`src/rtl/display_scan_mux_pkg.sv`:
```
// Shared types and constants for the multiplexed 7-segment display scanner.
package display_scan_mux_pkg;

    localparam int unsigned NIBBLE_W   = 4;
    localparam int unsigned MAX_DIGITS = 32;

    // All anodes inactive (active-low); truncated to the digit count by users.
    localparam logic [MAX_DIGITS-1:0] ANODE_OFF = '1;

    typedef logic [NIBBLE_W-1:0] nibble_t;

    typedef enum logic [1:0] {
        IDLE  = 2'd0,
        BLANK = 2'd1,
        SHOW  = 2'd2
    } scan_state_t;

endpackage

```
`src/rtl/display_scan_mux_scan_prescaler.sv`:
```
// Slot counter for the display scanner: counts cycles within one digit slot
// and flags the end of the blanking gap and the end of the slot.
module scan_prescaler #(
    parameter int unsigned  REFRESH_DIV  = 100000,
    parameter int unsigned  BLANK_CYCLES = 1000,
    localparam int unsigned CNT_W        = $clog2(REFRESH_DIV)
) (
    input  logic clk,
    input  logic rst_n,
    input  logic clear,
    output logic blank_end_c,
    output logic slot_end_c
);

    localparam logic [CNT_W-1:0] BLANK_LAST = CNT_W'(BLANK_CYCLES - 1);
    localparam logic [CNT_W-1:0] SLOT_LAST  = CNT_W'(REFRESH_DIV - 1);

    logic [CNT_W-1:0] cnt_q;

    // Slot counter: held at zero while cleared, wraps at the end of each slot
    always_ff @(posedge clk) begin
        if (!rst_n || clear) begin
            cnt_q <= '0;
        end else if (cnt_q == SLOT_LAST) begin
            cnt_q <= '0;
        end else begin
            cnt_q <= cnt_q + CNT_W'(1);
        end
    end

    assign blank_end_c = (cnt_q == BLANK_LAST);
    assign slot_end_c  = (cnt_q == SLOT_LAST);

endmodule

```
`src/rtl/display_scan_mux.sv`:
```
// Time-multiplexed hex display scanner with per-frame digit snapshot and an
// all-dark blanking gap at the start of every digit slot.
// Optional: define LEADING_ZERO_BLANK_EN to suppress leading zero digits.
module display_scan_mux
    import display_scan_mux_pkg::*;
#(
    parameter int unsigned  NUM_DIGITS   = 4,
    parameter int unsigned  REFRESH_DIV  = 100000,
    parameter int unsigned  BLANK_CYCLES = 1000,
    localparam int unsigned CNT_W        = $clog2(REFRESH_DIV),
    localparam int unsigned IDX_W        = $clog2(NUM_DIGITS)
) (
    input  logic                         clk,
    input  logic                         rst_n,
    input  logic                         en,
    input  logic [NIBBLE_W*NUM_DIGITS-1:0] digits_in,
    input  logic [NUM_DIGITS-1:0]        dp_in,
    output logic [NIBBLE_W-1:0]          digit_out,
    output logic                         dp_n,
    output logic [NUM_DIGITS-1:0]        anode_n,
    output logic [IDX_W-1:0]             scan_idx,
    output logic                         frame_done
);

    localparam logic [NUM_DIGITS-1:0] ANODE_ALL_OFF = NUM_DIGITS'(ANODE_OFF);
    localparam logic [IDX_W-1:0]      LAST_IDX      = IDX_W'(NUM_DIGITS - 1);

    scan_state_t                    state_q, state_d;
    logic [IDX_W-1:0]               idx_d;
    logic [NIBBLE_W*NUM_DIGITS-1:0] snap_q, snap_d;
    logic [NUM_DIGITS-1:0]          dp_snap_q, dp_snap_d;
    logic [NUM_DIGITS-1:0]          mask_q, mask_d;
    logic [NUM_DIGITS-1:0]          mask_c;
    logic                           frame_done_d;
    nibble_t                        digit_d;
    logic                           dp_n_d;
    logic [NUM_DIGITS-1:0]          anode_d;
    logic                           lit_c;
    logic                           pre_clear_c;
    logic                           blank_end_c;
    logic                           slot_end_c;

`ifdef LEADING_ZERO_BLANK_EN
    // Leading-zero mask: a digit is dark while it and all digits above it are
    // zero; a decimal point request stops blanking from that digit downward.
    function automatic logic [NUM_DIGITS-1:0] lz_mask(
        input logic [NIBBLE_W*NUM_DIGITS-1:0] d,
        input logic [NUM_DIGITS-1:0]          dp
    );
        logic run;
        run     = 1'b1;
        lz_mask = '0;
        for (int i = NUM_DIGITS - 1; i >= 1; i--) begin
            if ((d[NIBBLE_W*i +: NIBBLE_W] != nibble_t'(0)) || dp[i]) begin
                run = 1'b0;
            end
            lz_mask[i] = run;
        end
    endfunction

    assign mask_c = lz_mask(digits_in, dp_in);
`else
    assign mask_c = '0;
`endif

    // Slot counter runs only while scanning and enabled
    assign pre_clear_c = (state_q == IDLE) || !en;

    scan_prescaler #(
        .REFRESH_DIV  (REFRESH_DIV),
        .BLANK_CYCLES (BLANK_CYCLES)
    ) u_prescaler (
        .clk         (clk),
        .rst_n       (rst_n),
        .clear       (pre_clear_c),
        .blank_end_c (blank_end_c),
        .slot_end_c  (slot_end_c)
    );

    // Next state, index, snapshot and the registered outputs they imply
    always_comb begin
        state_d      = state_q;
        idx_d        = scan_idx;
        snap_d       = snap_q;
        dp_snap_d    = dp_snap_q;
        mask_d       = mask_q;
        frame_done_d = 1'b0;

        unique case (state_q)
            IDLE: begin
                if (en) begin
                    state_d   = BLANK;
                    idx_d     = '0;
                    snap_d    = digits_in;
                    dp_snap_d = dp_in;
                    mask_d    = mask_c;
                end
            end
            BLANK: begin
                if (!en) begin
                    state_d = IDLE;
                    idx_d   = '0;
                end else if (blank_end_c) begin
                    state_d = SHOW;
                end
            end
            SHOW: begin
                if (!en) begin
                    state_d = IDLE;
                    idx_d   = '0;
                end else if (slot_end_c) begin
                    state_d = BLANK;
                    if (scan_idx == LAST_IDX) begin
                        idx_d        = '0;
                        snap_d       = digits_in;
                        dp_snap_d    = dp_in;
                        mask_d       = mask_c;
                        frame_done_d = 1'b1;
                    end else begin
                        idx_d = scan_idx + IDX_W'(1);
                    end
                end
            end
            default: begin
                state_d = IDLE;
                idx_d   = '0;
            end
        endcase

        digit_d = snap_d[{idx_d, 2'b00} +: NIBBLE_W];
        lit_c   = (state_d == SHOW) && !mask_d[idx_d];
        anode_d = lit_c ? (ANODE_ALL_OFF & ~(NUM_DIGITS'(1) << idx_d)) : ANODE_ALL_OFF;
        dp_n_d  = lit_c ? ~dp_snap_d[idx_d] : 1'b1;
    end

    // State, snapshot and output registers with synchronous reset
    always_ff @(posedge clk) begin
        if (!rst_n) begin
            state_q    <= IDLE;
            scan_idx   <= '0;
            snap_q     <= '0;
            dp_snap_q  <= '0;
            mask_q     <= '0;
            digit_out  <= '0;
            dp_n       <= 1'b1;
            anode_n    <= ANODE_ALL_OFF;
            frame_done <= 1'b0;
        end else begin
            state_q    <= state_d;
            scan_idx   <= idx_d;
            snap_q     <= snap_d;
            dp_snap_q  <= dp_snap_d;
            mask_q     <= mask_d;
            digit_out  <= digit_d;
            dp_n       <= dp_n_d;
            anode_n    <= anode_d;
            frame_done <= frame_done_d;
        end
    end

endmodule

```
`config.mk`:
```
export PLATFORM = sky130hd
export DESIGN_NAME = display_scan_mux
export DESIGN_NICKNAME = d
export VERILOG_FILES = /design/src/rtl/display_scan_mux_pkg.sv /design/src/rtl/display_scan_mux_scan_prescaler.sv /design/src/rtl/display_scan_mux.sv
export SDC_FILE = /design/constraint.sdc
export NUM_CORES = 1
export LEC_CHECK = 0
export ABC_AREA = 1
export CAP_MARGIN = 0
export CORE_AREA = 2 2 104 116
export CTS_BUF_LIST = sky130_fd_sc_hd__clkbuf_16
export CTS_CLUSTER_SIZE = 12
export DETAILED_ROUTE_END_ITERATION = 12
export DIE_AREA = 0 0 106 118
export PLACE_DENSITY_LB_ADDON = 0.08
export REMOVE_ABC_BUFFERS = 1
export SLEW_MARGIN = 25
export SYNTH_ARGS = -nofsm -noshare
export SYNTH_HDL_FRONTEND = slang
export SYNTH_SLANG_ARGS = --single-unit
```
`constraint.sdc`:
```
create_clock -name clk -period 2.2 [get_ports clk]
set_input_delay 0.22 -clock clk [delete_from_list [all_inputs] [get_ports clk]]
set_output_delay 0.22 -clock clk [all_outputs]
set_load 0.03 [all_outputs]
```
==> impl_results.md, run 1 <==
- Layout area overhead: 23.3%
- Max layer used: met4
- Worst slew pin tran: 0.370 ns
- Final setup viols: 0
- WL met2: 3420 microns
- Share of the synthesized area in the top cell type: 38.1%
- Ant diodes: 0
- Static leakage: 0.00153 uW
- Flop2flop setup slack: 0.24 ns
- Clock Pin Slew Worst Setup and Hold Paths: 0.07 ns
- Vias per Instance: 4.25
- Ratio of cells with drive above 1 in the final layout: 11.6%
- Slew Limit Fails: 0
- WL/cell: 12.1 microns
- Synthesized area: 2890 sq um
- Hold depth: 2
- Number of enable flip-flop cells after synthesis: 0
- Fmax: 510 MHz
- R2R Path End: digit_out[3]$_SDFF_PN0_
- Iter 0 DRT Violations: 97
- Most common cell after layout, fill and taps aside: nand2_1
- Setup TNS: 0 ns
- Worst Hold Class: flip-flop to flip-flop
- Worst slew margin: 75.1%
- Synthesized area per cell: 6.93 sq um
- R2R depth: 12
- H-tree Lvls: 2
- ANT nets after route: 0
- Synth top area cells: dfxtp_1, nand2_1, nor2_1
- Clock Skews: 0.00979 ns
- P per Cell Area: 572 nW/um^2
- Ratio of final minimum period to clock period: 89.1%
- Antenna violations before repair: 0
- CTS Buf Count: 5
- Overflow after GRT: 0
- Row Count: 41
- CTS max path bufs: 2
- I/O pin total: 35
- Critical Path Start: u_prescaler.cnt_q[0]$_SDFF_PP0_
- CP Capture Type: flip-flop
- Startpoint Class: flip-flop
- Core region area: 11300 sq um
- Setup Crit Path Kind: flip-flop to flip-flop
- DRC: 0
- Register bit total from synthesis: 55
- Placed Area: 3410 sq um
- Root Buffer: clkbuf_16
- Worst path required time: 2.38 ns
- Worst VDD drop: 0.318 mV
- CP Max Fanout: 19
- Netlist cell types: 38
- Initial Util: 25.5%
- Most frequent cells in the layout: nand2_1, nor2_1, inv_1, dfxtp_1, clkdlybuf4s50_1
- Clk_lat worst skew: 0.29 ns
- Sequential share of the synthesized area: 38.1%
- Overall Global Routing Usage: 12.6%
- First-pass GRT wire length: 12600 microns
- Max_cap viols: 0
- Launch point of the worst reg-to-reg path: u_prescaler.cnt_q[0]$_SDFF_PP0_
- Chip width: 106 microns
- Initial DRT Pass Iterations: 4
- Routed vias: 2573
- Ys async rst share: 0%
- Tmin final: 1.96 ns
- WP data arrival: 2.14 ns
- CTS tree: built
- Ys Warns: 0
- GP Congestion: 0.811
- Die height: 118 microns
- Cell taking the most area after synthesis: dfxtp_1
- Hold slack final: 0.448 ns
- RSZ-0062 raised after global routing: no
- Prevailing post-synth register cell: dfxtp_1
- I/O Buffers: 34
- Nets: 479
- Hpwl dp: 5400 microns
- Cells after synthesis: 417
- Pin count of the biggest net entering global routing: 32
- Hold-fix buffers at CTS: 0
- CTS sink count: 55
- Fin area: 3560 sq um
- DIE AREA: 12500 sq um
- WL final: 7330 microns
- Outcome: completed
- Worst Hold End: mask_q[0]$_SDFF_PN0_
- Metal-1 WL: 3650 microns
- Hold path startpoint: mask_q[0]$_SDFF_PN0_
- Vias in the first global route: 2553
- Met3 wire len: 186 microns
- Final Hold Fails: 0
-- state kept, by name (all words and copies together) (netlist names) --
signal / flops
u_prescaler.cnt_q: 17
dp_n: 1
dp_snap_q: 4
anode_n: 4
scan_idx: 2
mask_q: 4
state_q: 2
frame_done: 1
snap_q: 16
digit_out: 4
-- worst max path at each step --
stage                                          to  slack (ns)
after floorplan             anode_n[0]$_SDFF_PN1_        0.09
after global placement    digit_out[3]$_SDFF_PN0_        0.12
after detailed placement  digit_out[3]$_SDFF_PN0_        0.11
after CTS                 digit_out[3]$_SDFF_PN0_        0.18
after global routing      digit_out[3]$_SDFF_PN0_        0.03
final                     digit_out[3]$_SDFF_PN0_        0.24
-- timing repair --
| action | in CTS | in global routing |
|---|---|---|
| buffers inserted | 0 | 0 |
| resized for setup | 0 | 1 |
| setup endpoints to repair | 0 | 1 |
-- worst max-delay path: stages, from the launching register on --
cell and delay [ns]:
dfxtp_1 0.36, ha_1 0.24, nand3_4 0.14, nor2_4 0.19
nand4_2 0.19, nand2_8 0.19, nand3_1 0.11, nand2_1 0.12
clkinv_1 0.07, nand2_1 0.05, nand2_1 0.05, nor2_1 0.10
nor2_1 0.04
-- cells by family after synthesis --
kind of cell	after synthesis	share of synthesized area, %
AOI/OAI and AO/OA	21	5.02
xor gates and xnor gates	4	1.21
adders and majority gates	2	0.865
buffers and inverters	81	10.9
DFF	55	38.1
and+or+nand+nor	254	43.9
-- layout make-up --
type	count	area (sq um)
Fill cell	1284	7770
Multi-Input combinational cell	281	1480
Sequential cell	55	1100
Timing Repair Buffer	40	385
Inverter	71	267
Tap cell	150	188
Clock buffer	5	125
Clock inverter	3	16.3
-- synth_stat cells, types with 2 or more instances --
cell type  instances
buf_2              4
ha_1               2
nor3_1             6
dfxtp_1           55
o21bai_1           2
nand4_1            7
nand2_2            8
nor2_4             9
xor2_1             4
clkbuf_1           4
clkinv_1           2
nor2_1            63
nand4_2            2
nand2_4            3
nand3_1           33
nand2_1           97
nand3b_1          12
nand3_2            2
nor3b_1            4
nor2_2             2
a21oi_1           10
inv_2              8
nor4_1             2
inv_1             61
nand3_4            2
-- stage by stage --
stage	util, %	total power [uW]	cells	setup slack, ns
final	31.4	2040	605	0.240
after global routing	31.4	2160	605	0.0314
after CTS	31.4	2090	605	0.175
after detailed placement	30.1	1290	597	0.107
after global placement	30.1	1290	597	0.120
after floorplan	-	1190	407	0.0943
-- routing by layer --
layer | GRT usage (%) | vias up
li1 | - | 1372
met1 | 16.7 | 1162
met2 | 20.8 | 33
met3 | 2.05 | 6
met4 | 3.70 | 0
met5 | 0 | -
-- power by group --
part | total (uW) | leakage, uW | internal [uW] | switching (uW)
sequential | 1040 | 0.000449 | 1030 | 10.2
clock | 777 | 0.0000726 | 417 | 360
combinational | 223 | 0.00101 | 100 | 122
Power figures use the tool's default switching activity.
==> inputs of run 2 (changes only) <==
--- a/config.mk
+++ b/config.mk
@@ -6,7 +6,6 @@
 export NUM_CORES = 1
 export LEC_CHECK = 0
 export ABC_AREA = 1
-export CAP_MARGIN = 0
 export CORE_AREA = 2 2 104 116
 export CTS_BUF_LIST = sky130_fd_sc_hd__clkbuf_16
 export CTS_CLUSTER_SIZE = 12
==> constraint.sdc (replaced) <==
create_clock -name clk -period 1.57 [get_ports clk]
set_input_delay 0.157 -clock clk [delete_from_list [all_inputs] [get_ports clk]]
set_output_delay 0.157 -clock clk [all_outputs]
set_load 0.03 [all_outputs]
==> run 2 against run 1 <==
The flow now finishes with violations (negative setup slack). Utilization is 11 points higher. Worst hold slack got worse by 0.0049 ns. Sequential power up 39%. Design area is 35% higher. Sequential cell count stayed put. Non-clock buffer count is 93 higher. Wire length up 24%. Global-route usage increased by 1.3 points. Register-to-register slack got worse by 0.49 ns. Combinational power increased by 100%. First-iteration DRC count fell by 28%. Critical endpoint is now digit_out[2]$_SDFF_PN0_.
==> impl_results.md, run 2 (synthesized netlist as in run 1, its figures left out) <==
- Largest regs: u_prescaler.cnt_q: 17 flops, snap_q: 16 flops
- WL final: 9070 microns
- Biggest register: u_prescaler.cnt_q
- Placed Cells: 672
- First-pass GRT wire length: 13800 microns
- Initial Util: 25.5%
- Core region area: 11300 sq um
- Worst path required time: 1.75 ns
- Final setup viols: 40
- I/O Buffers: 34
- H-tree Lvls: 2
- Clk_lat worst skew: 0.30 ns
- R2R depth: 13
- CP Max Fanout: 5
- DRC: 0
- CTS Buf Count: 5
- Die height: 118 microns
- I/O pin total: 35
- CTS tree: built
- Layout Cells excl Fill: 701
- Worst slew pin tran: 0.402 ns
- Layout area overhead: 66.2%
- CP cell instances: ha_4 > nand3_4 > nor2_4 > nand4_4 > buf_12 > nand2_8 > nand3b_1 > nand2_1 > inv_1 > nand2_1 > nand2_1 > nor2_1 > nor2_1
- Final core occ: 42.4%
- Most common cell after layout, fill and taps aside: nand2_1
- Pre-CTS setup slack: -0.364 ns
- CP max stage cell: dfxtp_2
- Worst Hold Class: flip-flop to flip-flop
- Max FFs per register: 17
- Launch point of the worst reg-to-reg path: u_prescaler.cnt_q[1]$_SDFF_PP0_
- Static leakage: 0.00215 uW
- Area of the multi-input gates: 1880 sq um
- Hold depth: 2
- DIE AREA: 12500 sq um
- Iter 0 DRT Violations: 70
- Ant diodes: 0
- Setup Crit Path Kind: flip-flop to flip-flop
- Row Count: 41
- Most frequent CP cell: nand2_1
- Hold-fix buffers at CTS: 0
- CP Capture Type: flip-flop
- Fmax: 550 MHz
- CTS sink count: 55
- Pin count of the biggest net entering global routing: 32
- Routed vias: 2981
- Sequential cell area: 1120 sq um
- Root Buffer: clkbuf_16
- Antenna violations before repair: 0
- Initial DRT Pass Iterations: 4
- GP Congestion: 0.737
- Worst VDD drop: 0.478 mV
- Overflow after GRT: 0
- R2R Path End: digit_out[2]$_SDFF_PN0_
- Startpoint Class: flip-flop
- Tmin final: 1.82 ns
- Total power: 3020 uW
- Clock Pin Slew Worst Setup and Hold Paths: 0.07 ns
- Ratio of cells with drive above 1 in the final layout: 39.7%
- Vias in the first global route: 2804
- Outcome: complete, but fails checks
- CTS max path bufs: 2
- Hpwl dp: 5930 microns
- Violated checks: negative setup slack
- Flop2flop setup slack: -0.25 ns
- WL/cell: 12.9 microns
- Worst stage delay on the critical path: 0.35 ns
- RSZ-0062 raised after global routing: yes
- Ratio of final minimum period to clock period: 116%
- ANT nets after route: 0
- Max_cap viols: 0
- Worst Hold End: mask_q[3]$_SDFF_PN0_
- Fin worst setup slack: -0.248 ns
- Overall Global Routing Usage: 13.8%
- WP data arrival: 2.00 ns
- Slew Limit Fails: 0
- Vias per Instance: 4.25
- Nets: 575
- Most frequent cells in the layout: nand2_1, buf_4, inv_1, nor2_1, dfxtp_1
- Final-layout fill cell count: 1203
- Worst slew margin: 73.0%
- Final Hold Fails: 0
- Chip width: 106 microns
- Hold path startpoint: mask_q[3]$_SDFF_PN0_
- P per Cell Area: 629 nW/um^2
- Clock Skews: 0.00817 ns
run 2: changes by cell type in the layout (fill, tap and decap cells not counted), moves of 5 or more:
cell     change
nand3_2     +14
dfxtp_2      +8
buf_6       +14
nand2_1     -16
nand2_2     +12
nor2_1       -8
nand3_1     -18
buf_4       +74
nor2_2       +5
dfxtp_1     -10
inv_1        -5
nand2_4      +5
run 2: per-stage QoR:
stage	instance area (sq um)	hold slack (ns)	TNS (ns)
detailed placement	4000	0.435	-8.66
global placement	4000	0.439	-7.52
finish	4810	0.444	-5.07
global route	4810	0.455	-10.42
floorplan	2840	0.306	-7.98
CTS	4290	0.446	-5.32
run 2: power breakdown:
group	internal [uW]	leakage, uW	switching [uW]
clock	586	0.0000726	537
combinational	237	0.00162	214
sequential	1440	0.000455	14.8
total	2260	0.00215	766
run 2: final cells by class:
type                            instances  area share [%]
Multi-Input combinational cell        284            39.2
Timing Repair Buffer                  133            25.0
Sequential cell                        55            23.3
Inverter                               71            5.68
Tap cell                              150            3.91
Clock buffer                            5            2.60
Clock inverter                          3           0.338
run 2: worst max path at each step:
stage / startpoint / to / slack [ns] / depth (start not counted)
6_report: u_prescaler.cnt_q[1]$_SDFF_PP0_ / digit_out[2]$_SDFF_PN0_ / -0.25 / 13
5_1_grt: u_prescaler.cnt_q[1]$_SDFF_PP0_ / digit_out[2]$_SDFF_PN0_ / -0.39 / 13
4_1_cts: u_prescaler.cnt_q[1]$_SDFF_PP0_ / anode_n[0]$_SDFF_PN1_ / -0.25 / 13
3_5_place_dp: en / digit_out[2]$_SDFF_PN0_ / -0.36 / 12
3_3_place_gp: u_prescaler.cnt_q[0]$_SDFF_PP0_ / digit_out[3]$_SDFF_PN0_ / -0.34 / 12
2_1_floorplan: scan_idx[1]$_SDFF_PN0_ / anode_n[0]$_SDFF_PN1_ / -0.54 / 10
run 2: what timing repair did:
| item | CTS | global route |
|---|---|---|
| gates resized for setup | 29 | 86 |
| endpoints found under the hold margin | 0 | 0 |
| setup endpoints to repair | 54 | 52 |
| setup buffers | 3 | 16 |
| pin swaps | 8 | 43 |
| gates cloned | 1 | 5 |
run 2: worst max-delay path: cells and delay by family, from the launching register on:
kind | cells | cell delay [ns]
simple gates | 10 | 0.98
buf+inv | 2 | 0.21
flops | 1 | 0.35
fa+ha+maj | 1 | 0.15
run 2: layer usage:
layer / wire, microns / share of wire, % / global-route usage (%)
met1: 4430 / 49 / 18.1
met5: 0 / 0 / 0
met4: 112 / 1.2 / 4.61
met2: 4300 / 47 / 22.9
met3: 230 / 2.5 / 2.38
